==> config.mk <==
export PLATFORM = sky130hd
export DESIGN_NAME = fetch_unit
export DESIGN_NICKNAME = d
export VERILOG_FILES = /design/src/rtl/fetch_unit.sv
export SDC_FILE = /design/constraint.sdc
export NUM_CORES = 1
export LEC_CHECK = 0
export BUFFER_PORTS_ARGS = -buffer_cell sky130_fd_sc_hd__buf_2
export CAP_MARGIN = 5
export CORE_UTILIZATION = 58
export CTS_CLUSTER_SIZE = 8
export DETAILED_ROUTE_END_ITERATION = 8
export PLACE_DENSITY = 0.8
export SETUP_SLACK_MARGIN = 0.2
export SYNTH_ARGS = -nofsm -noshare
export SYNTH_HDL_FRONTEND = slang
export SYNTH_SLANG_ARGS = --single-unit
==> constraint.sdc <==
create_clock -name clk -period 3.9 [get_ports clk]
set_clock_uncertainty 0.15 [all_clocks]
set_input_delay 0.39 -clock clk [delete_from_list [all_inputs] [get_ports clk]]
set_output_delay 0.39 -clock clk [all_outputs]
set_load 0.01 [all_outputs]
==> src/rtl/fetch_unit.sv <==
// -----------------------------------------------------------------------------
// fetch_unit
//
// RV32I instruction fetch stage that sits directly in front of the decoder.
// It walks a sequential word-address stream out to instruction memory and
// parks each returned word, tagged with its PC, in a small in-order queue.
// The decoder drains the queue head over a valid/ready handshake.
//
// A control-flow redirect flushes the queue and restarts fetch at the
// target. Requests already issued to memory cannot be recalled, so their
// responses are counted off and discarded as they come back.
//
// Ports
//   clk             in   1   clock, all state updates on the rising edge
//   rst_n           in   1   synchronous active-low reset
//   imem_req_valid  out  1   fetch request valid
//   imem_req_ready  in   1   memory accepts the request this cycle
//   imem_req_addr   out  32  word-aligned fetch address
//   imem_rsp_valid  in   1   response word valid (in order, never stalled)
//   imem_rsp_data   in   32  response instruction word
//   instr_valid     out  1   {instr, pc} valid to decode
//   instr_ready     in   1   decode consumes the head entry
//   instr           out  32  instruction word to the decoder
//   pc              out  32  address of instr
//   redirect_valid  in   1   control-flow redirect, single-cycle pulse
//   redirect_pc     in   32  redirect target (bits [1:0] ignored)
//
// Parameters
//   RESET_PC  first fetch address after reset
//   DEPTH     queue entries and maximum in-flight requests; power of 2, >= 2
// -----------------------------------------------------------------------------
module fetch_unit #(
  parameter logic [31:0] RESET_PC = 32'h0000_0000,
  parameter int unsigned DEPTH    = 4
) (
  input  logic        clk,
  input  logic        rst_n,
  // instruction memory request channel
  output logic        imem_req_valid,
  input  logic        imem_req_ready,
  output logic [31:0] imem_req_addr,
  // instruction memory response channel
  input  logic        imem_rsp_valid,
  input  logic [31:0] imem_rsp_data,
  // decode channel
  output logic        instr_valid,
  input  logic        instr_ready,
  output logic [31:0] instr,
  output logic [31:0] pc,
  // control-flow redirect
  input  logic        redirect_valid,
  input  logic [31:0] redirect_pc
);

  localparam int unsigned PTR_W = (DEPTH > 1) ? $clog2(DEPTH) : 1;
  // Counters must be able to hold the value DEPTH itself.
  localparam int unsigned CNT_W = PTR_W + 1;
  // outstanding + count is compared one bit wider so the sum cannot wrap.
  localparam logic [CNT_W:0] DEPTH_SUM = (CNT_W + 1)'(DEPTH);

  // ---------------------------------------------------------------------------
  // State
  // ---------------------------------------------------------------------------
  logic [31:0]      fetch_pc_q,    fetch_pc_d;     // next address to request
  logic [31:0]      rsp_pc_q,      rsp_pc_d;       // PC of oldest live request
  logic [CNT_W-1:0] outstanding_q, outstanding_d;  // issued, not yet answered
  logic [CNT_W-1:0] drop_cnt_q,    drop_cnt_d;     // stale responses to discard
  logic [CNT_W-1:0] count_q,       count_d;        // queue occupancy
  logic [PTR_W-1:0] head_q,        head_d;
  logic [PTR_W-1:0] tail_q,        tail_d;

  logic [31:0] instr_mem [DEPTH];
  logic [31:0] pc_mem    [DEPTH];

  // ---------------------------------------------------------------------------
  // Datapath decisions for this cycle
  // ---------------------------------------------------------------------------
  logic [CNT_W:0] inflight_sum;
  logic [31:0]    redirect_target;
  logic           issue;
  logic           rsp_live;
  logic           rsp_discard;
  logic           push;
  logic           pop;

  // The two low bits of the target are simply dropped; only the word address
  // matters to this stage.
  logic unused_redirect_lsbs;
  assign unused_redirect_lsbs = ^redirect_pc[1:0];

  assign redirect_target = {redirect_pc[31:2], 2'b00};

  // Every slot is reserved either by an in-flight request or by a queued
  // word, so a response always has room to land without back-pressure.
  assign inflight_sum = {1'b0, outstanding_q} + {1'b0, count_q};

  // Gating with rst_n keeps a request from being handshaken while the
  // memory is itself being reset.
  assign imem_req_valid = rst_n && !redirect_valid && (inflight_sum < DEPTH_SUM);
  assign imem_req_addr  = fetch_pc_q;
  assign issue          = imem_req_valid && imem_req_ready;

  // A response with nothing outstanding is a protocol error and is ignored.
  assign rsp_live    = imem_rsp_valid && (outstanding_q != '0);
  assign rsp_discard = rsp_live && (drop_cnt_q != '0);
  // A response coinciding with a redirect belongs to the old stream.
  assign push        = rsp_live && (drop_cnt_q == '0) && !redirect_valid;

  // No bypass: only words already stored in the queue are visible.
  assign instr_valid = (count_q != '0);
  assign instr       = instr_mem[head_q];
  assign pc          = pc_mem[head_q];
  assign pop         = instr_valid && instr_ready && !redirect_valid;

  // ---------------------------------------------------------------------------
  // Next-state logic
  // ---------------------------------------------------------------------------
  always_comb begin
    // NOTE: every next-state signal gets its hold value before any branch, so
    // no path leaves one unassigned and no latch can be inferred.
    fetch_pc_d    = fetch_pc_q;
    rsp_pc_d      = rsp_pc_q;
    drop_cnt_d    = drop_cnt_q;
    head_d        = head_q;
    tail_d        = tail_q;
    count_d       = count_q;

    // Outstanding tracks every issued request, discarded or not; a redirect
    // never issues, so only the response side can move it in that cycle.
    outstanding_d = outstanding_q + CNT_W'(issue) - CNT_W'(rsp_live);

    if (redirect_valid) begin
      fetch_pc_d = redirect_target;
      rsp_pc_d   = redirect_target;
      // Everything still in flight after this cycle is stale. Recomputing
      // from outstanding makes back-to-back redirects come out right.
      drop_cnt_d = outstanding_q - CNT_W'(rsp_live);
      head_d     = '0;
      tail_d     = '0;
      count_d    = '0;
    end else begin
      if (issue) begin
        fetch_pc_d = fetch_pc_q + 32'd4;
      end
      // rsp_pc follows only the words that are kept; discarded ones belong
      // to a stream that has already been abandoned.
      if (push) begin
        rsp_pc_d = rsp_pc_q + 32'd4;
        tail_d   = tail_q + PTR_W'(1);
      end
      if (rsp_discard) begin
        drop_cnt_d = drop_cnt_q - CNT_W'(1);
      end
      if (pop) begin
        head_d = head_q + PTR_W'(1);
      end
      count_d = count_q + CNT_W'(push) - CNT_W'(pop);
    end
  end

  // ---------------------------------------------------------------------------
  // Control registers
  // ---------------------------------------------------------------------------
  always_ff @(posedge clk) begin
    // NOTE: state is written with non-blocking assignments so every register
    // samples the values from before this edge, independent of block order.
    if (!rst_n) begin
      fetch_pc_q    <= RESET_PC;
      rsp_pc_q      <= RESET_PC;
      outstanding_q <= '0;
      drop_cnt_q    <= '0;
      count_q       <= '0;
      head_q        <= '0;
      tail_q        <= '0;
    end else begin
      fetch_pc_q    <= fetch_pc_d;
      rsp_pc_q      <= rsp_pc_d;
      outstanding_q <= outstanding_d;
      drop_cnt_q    <= drop_cnt_d;
      count_q       <= count_d;
      head_q        <= head_d;
      tail_q        <= tail_d;
    end
  end

  // ---------------------------------------------------------------------------
  // Queue storage
  // ---------------------------------------------------------------------------
  // NOTE: the storage array has no reset; an entry is only read after it has
  // been written, because instr_valid is driven by the reset count.
  always_ff @(posedge clk) begin
    if (rst_n && push) begin
      instr_mem[tail_q] <= imem_rsp_data;
      pc_mem[tail_q]    <= rsp_pc_q;
    end
  end

  // ---------------------------------------------------------------------------
  // Protocol and invariant checks
  // ---------------------------------------------------------------------------
  // Memory must never answer a request that was not made.
  a_rsp_has_req : assert property (@(posedge clk) disable iff (!rst_n)
    imem_rsp_valid |-> (outstanding_q != '0));

  // Reserved slots never exceed the queue size.
  a_no_overfill : assert property (@(posedge clk) disable iff (!rst_n)
    inflight_sum <= DEPTH_SUM);

  // A stalled request keeps its address until accepted or redirected.
  a_addr_stable : assert property (@(posedge clk) disable iff (!rst_n)
    (imem_req_valid && !imem_req_ready && !redirect_valid)
      |=> (imem_req_addr == $past(imem_req_addr)));

endmodule
# Yosys cells after proc, flatten, opt, wreduce, memory -nomap -nowiden
# Memory sizes are Yosys's and may differ from the RTL's. A register that Yosys moved wholly into a read port is not among the register bits.
# Index checks and enable logic that the tools add are counted.
# word_totals
mem_bits_rw	256
memories	2
wordCells	55
inputBits	70
out_inout_bits	98
reg_bits	77
# op_classes
n_bitwise	1
muxes	12
reduce_logical	19
order_cmp	1
n_addsub	11
# memory_table
name	words	word_bits	read_ports	rd_clocked_by_memory_dff	wr	line_no	rtl
instr_mem	4	32	1	1	1	72	logic [31:0] instr_mem [DEPTH];
pc_mem	4	32	1	1	1	73	logic [31:0] pc_mem [DEPTH];
# ops
operator	n
$mux 32	4
$add 32x3->32 const B	2
$logic_and 1x1->1	10
$reduce_bool 3->1	3
$sub 3x1->3	3
$mux 2	4
$add 3x1->3	2
$mux 3	2
$reduce_bool 2->1	3
$add 2x1->2 const B	2
$add 3x3->4	1
$lt 4x3->1 const B	1
$logic_not 3->1	1
$sub 3x1->3 const B	1
$mux 1	2
$reduce_or 2->1	1
$logic_not 1->1	1
$not 1->1	1

# Logic depth before layout (Yosys ltp)
# depth
word_depth	7
depth_mapped	13
ltp_nobuf	12

# Worst setup path after synthesis
# OpenSTA, ideal clock, no wires.
# synth_timing
path_type	reg2reg
from	reg drop_cnt_q[0]
to	mem instr_mem[0][0], enable pin
t_required_ns	3.323
arrival_ns	2.686
period_less_slack_ns	3.262
setup_slack_ns	0.638
setup_ns	0.427
n_path_buf	0
path_stages_with_launch	6
path_cell_list	dfxtp_1 inv_1 ha_1 nand3b_1 nor2_1 and3_1
# synth_via
elab_chain_cells	6
# synth_rtl
item	line_no	rtl
start, declared	67	logic [CNT_W-1:0] drop_cnt_q, drop_cnt_d;
start signal, assigned	179	drop_cnt_q <= drop_cnt_d;
$logic_not 3->1	107	assign push = rsp_live && (drop_cnt_q == '0) && !redirect_valid;
$logic_and 1x1->1 (2 in a row)	107	
$logic_and 1x1->1	192	if (rst_n && push) begin
$mux 1	192	
$mux 1 (not written as such)	193	instr_mem[tail_q] <= imem_rsp_data;
end, declared	72	
# Every way passes these cells.

# Worst setup path after layout
# layout_timing
from	reg outstanding_q[2]
to	reg outstanding_q[2]
# layout_via
elab_chain_cells	6
elab_cells_between_ends	8
classes_between	add/sub: 3; order compare: 1; reduce/logical: 4
# layout_rtl
item	line_no	rtl
start, declared	66	logic [CNT_W-1:0] outstanding_q, outstanding_d;
start signal, assigned	178	outstanding_q <= outstanding_d;
$add 3x3->4	95	assign inflight_sum = {1'b0, outstanding_q} + {1'b0, count_q};
$lt 4x3->1	99	assign imem_req_valid = rst_n && !redirect_valid && (inflight_sum < DEPTH_SUM);
$logic_and 1x1->1	99	
$logic_and 1x1->1	101	assign issue = imem_req_valid && imem_req_ready;
$add 3x1->3	130	outstanding_d = outstanding_q + CNT_W'(issue) - CNT_W'(rsp_live);
$sub 3x1->3 *	130	
# Mark *: on every way between the ends. The rest lies on a longest branch, timed or not.
# A chain may end at the register's enable or synchronous reset.

==> qor.txt <==
synthesis-stage register bit count -> 323
overall die area -> 0.0231 mm2
sequential-to-total area share from yosys stat -> 0.687
Final Critical Period -> 3.18 ns
Post-Place Cells -> 1236
Worst-path clk slew -> 0.05 ns
synth top area cells -> edfxtp_1 (57%), dfxtp_1 (12%), mux4_2 (11%)
synth cell count leaders -> edfxtp_1 (248), dfxtp_1 (75), mux4_2 (62)
hold slack -> 0.0241 ns
Initial Utilization -> 0.595
synth warn -> 0
Fmax -> 315 MHz
Hold WC Path Type -> input port to flop
critical path fanouts, max -> 16
PortBufs -> 161
TritonCTS buffer count -> 46
largest area contributor in the netlist -> edfxtp_1
Post-synth EDFFs -> 248
Syn Std Cell Area -> 0.0130 mm2
Distinct cells, synth -> 61
Die H -> 152 um
Rel. slew slack -> 0.288
Worst Setup End Kind -> flop
leakage power -> 5.57 nW
share of cells above drive strength 1 -> 0.288
DRC viols -> 0
DIE WIDTH -> 152 um
async set-reset flop share out of synthesis -> 0
Layout Nets -> 1135
final worst path period share -> 0.815
row count -> 54
top_reg_cell synth -> edfxtp_1
DRT Wirelength -> 29100 um
Antenna Nets Post-Route -> 0
Slew Limit Fails -> 0
H-tree depth -> 2
RSZ-0062 raised after global routing -> false
vias per cell -> 5.89
routability cong. -> 0.903
Clock Latency Late Sink -> 0.52 ns
vias in the first global route -> 8136
GRT Total Usage -> 0.256
routed vias -> 7961
Final Hold Vio Count -> 0
Final Non-Filler Cells -> 1351
Avg Cell Area, Syn -> 16.0 um2
DR WL/cell -> 21.6 um
GR Overflow Total -> 0
Placed Area -> 0.0142 mm2
first-pass GRT wire length -> 45600 um
critical path arrival -> 3.43 ns
Fin Setup TNS -> 0 ns
final setup fails -> 0
fin util -> 0.727
initial DRC count -> 596
Post-Syn Instances -> 816
post_cts resized -> 0
Detailed Place HPWL -> 17300 um
Yosys top cell area share -> 0.572
IO Pins -> 168
clock tree root buffer cell -> clkbuf_16
filler cell count -> 1366
CTS tree -> done
1st-pass router iterations -> 5
Worst Tran Pin Value -> 1.06 ns
most frequent cell after synthesis -> edfxtp_1
Layout area overhead -> 22.2%
Final Cell Area -> 0.0159 mm2
reg-to-reg slack, setup -> 0.72 ns
Setup CP Type -> flop to flop
largest net degree at the start of global routing -> 74
Max Buffers Root-to-Sink -> 3
Worst setup SP type -> flop
core box area -> 0.0219 mm2
power per standard cell area -> 509 mW/mm2
clock sinks -> 323
Max IR drop VDD -> 0.337 mV
CP required -> 4.15 ns
status -> complete, no violations
number of max-cap violations -> 0
initial antenna violation count -> 1
==> state kept, by name, summed over array words and instances (netlist names), named ones only <==
name and flops:
imem_req_addr 30, outstanding_q 3, instr_mem 128, drop_cnt_q 3, count_q 3, head_q 2
pc_mem 120, rsp_pc_q 30, tail_q 2
==> cell usage in the layout, fill, tap and decap left out, drive strengths merged, types with 5 or more instances in the layout <==
cell type	instances
nand4	26
xnor2	28
dfxtp	75
o211ai	5
and3	15
ha	16
mux4	62
nor2	26
o21ai	34
a21oi	45
clkbuf	68
dlygate4sd3	43
edfxtp	248
xor2	26
nor4	10
nand3	23
nor3	16
inv	21
nand2	41
buf	176
and2	7
==> metrics by stage <==
| stage | worst slack, ns | total power [mW] |
|---|---|---|
| 6_report | 0.721 | 8.10 |
| 5_1_grt | 0.595 | 8.36 |
| 4_1_cts | 0.735 | 8.14 |
| 3_5_place_dp | 0.741 | 4.61 |
| 3_3_place_gp | 0.787 | 4.58 |
| 2_1_floorplan | 0.638 | 4.36 |
==> power by group <==
group          switching, mW  leakage, nW  internal, mW
Clock                   1.35        0.610          2.16
Sequential             0.123         2.87          3.84
Combinational          0.341         2.09         0.289
Total                   1.82         5.57          6.29
==> cell type report <==
class	instances	area, um2	area share
Tap cell	280	350	0.0220
Antenna cell	1	2.50	0.000157
Clock buffer	68	1230	0.0775
Sequential cell	323	8950	0.562
Timing Repair Buffer	219	1420	0.0894
Multi-Input combinational cell	437	3840	0.241
Inverter	20	75.1	0.00472
Clock inverter	3	43.8	0.00275
==> final timing paths <==
path	startpoint	to	depth (start not counted)
max	outstanding_q[2]	outstanding_q[2]	12
min	redirect_pc[18]	imem_req_addr[18]	3
max reg2reg	outstanding_q[2]	outstanding_q[2]	12
min reg2reg	head_q[0]	head_q[0]	2
==> cell families (layout without fill, tap and decap cells) <==
| logic type | after synthesis | count (layout) | synth area share |
|---|---|---|---|
| adders and majority gates | 18 | 18 | 0.0184 |
| DFF | 323 | 323 | 0.687 |
| muxes | 66 | 66 | 0.110 |
| other | 1 | 5 | 0.000288 |
| AOI/OAI and AO/OA | 105 | 105 | 0.0459 |
| buffers and inverters | 59 | 310 | 0.0197 |
| and+or+nand+nor | 190 | 190 | 0.0820 |
| xor gates and xnor gates | 54 | 54 | 0.0363 |
==> critical path, cell delays in order (launching register included) <==
cell and delay, ns:
dfxtp_1 0.44, ha_1 0.30, or4b_4 0.56, nor3_4 0.16, inv_2 0.17, ha_1 0.31
inv_1 0.06, ha_1 0.13, inv_1 0.05, fa_1 0.37, xnor2_1 0.17, xnor2_1 0.13
nor2_1 0.05
==> repair_timing <==
action / CTS / global route
setup buffers: 0 / 0
hold buffers: 43 / 0
hold endpoints to repair: 141 / 0
==> layer usage <==
layer	vias up	track usage	part of all wire
li1	3650	-	-
met1	3906	0.355	0.42
met2	373	0.424	0.49
met3	32	0.0434	0.071
met4	0	0.0657	0.013
met5	-	0	0
(Power assumes the default switching activity.)
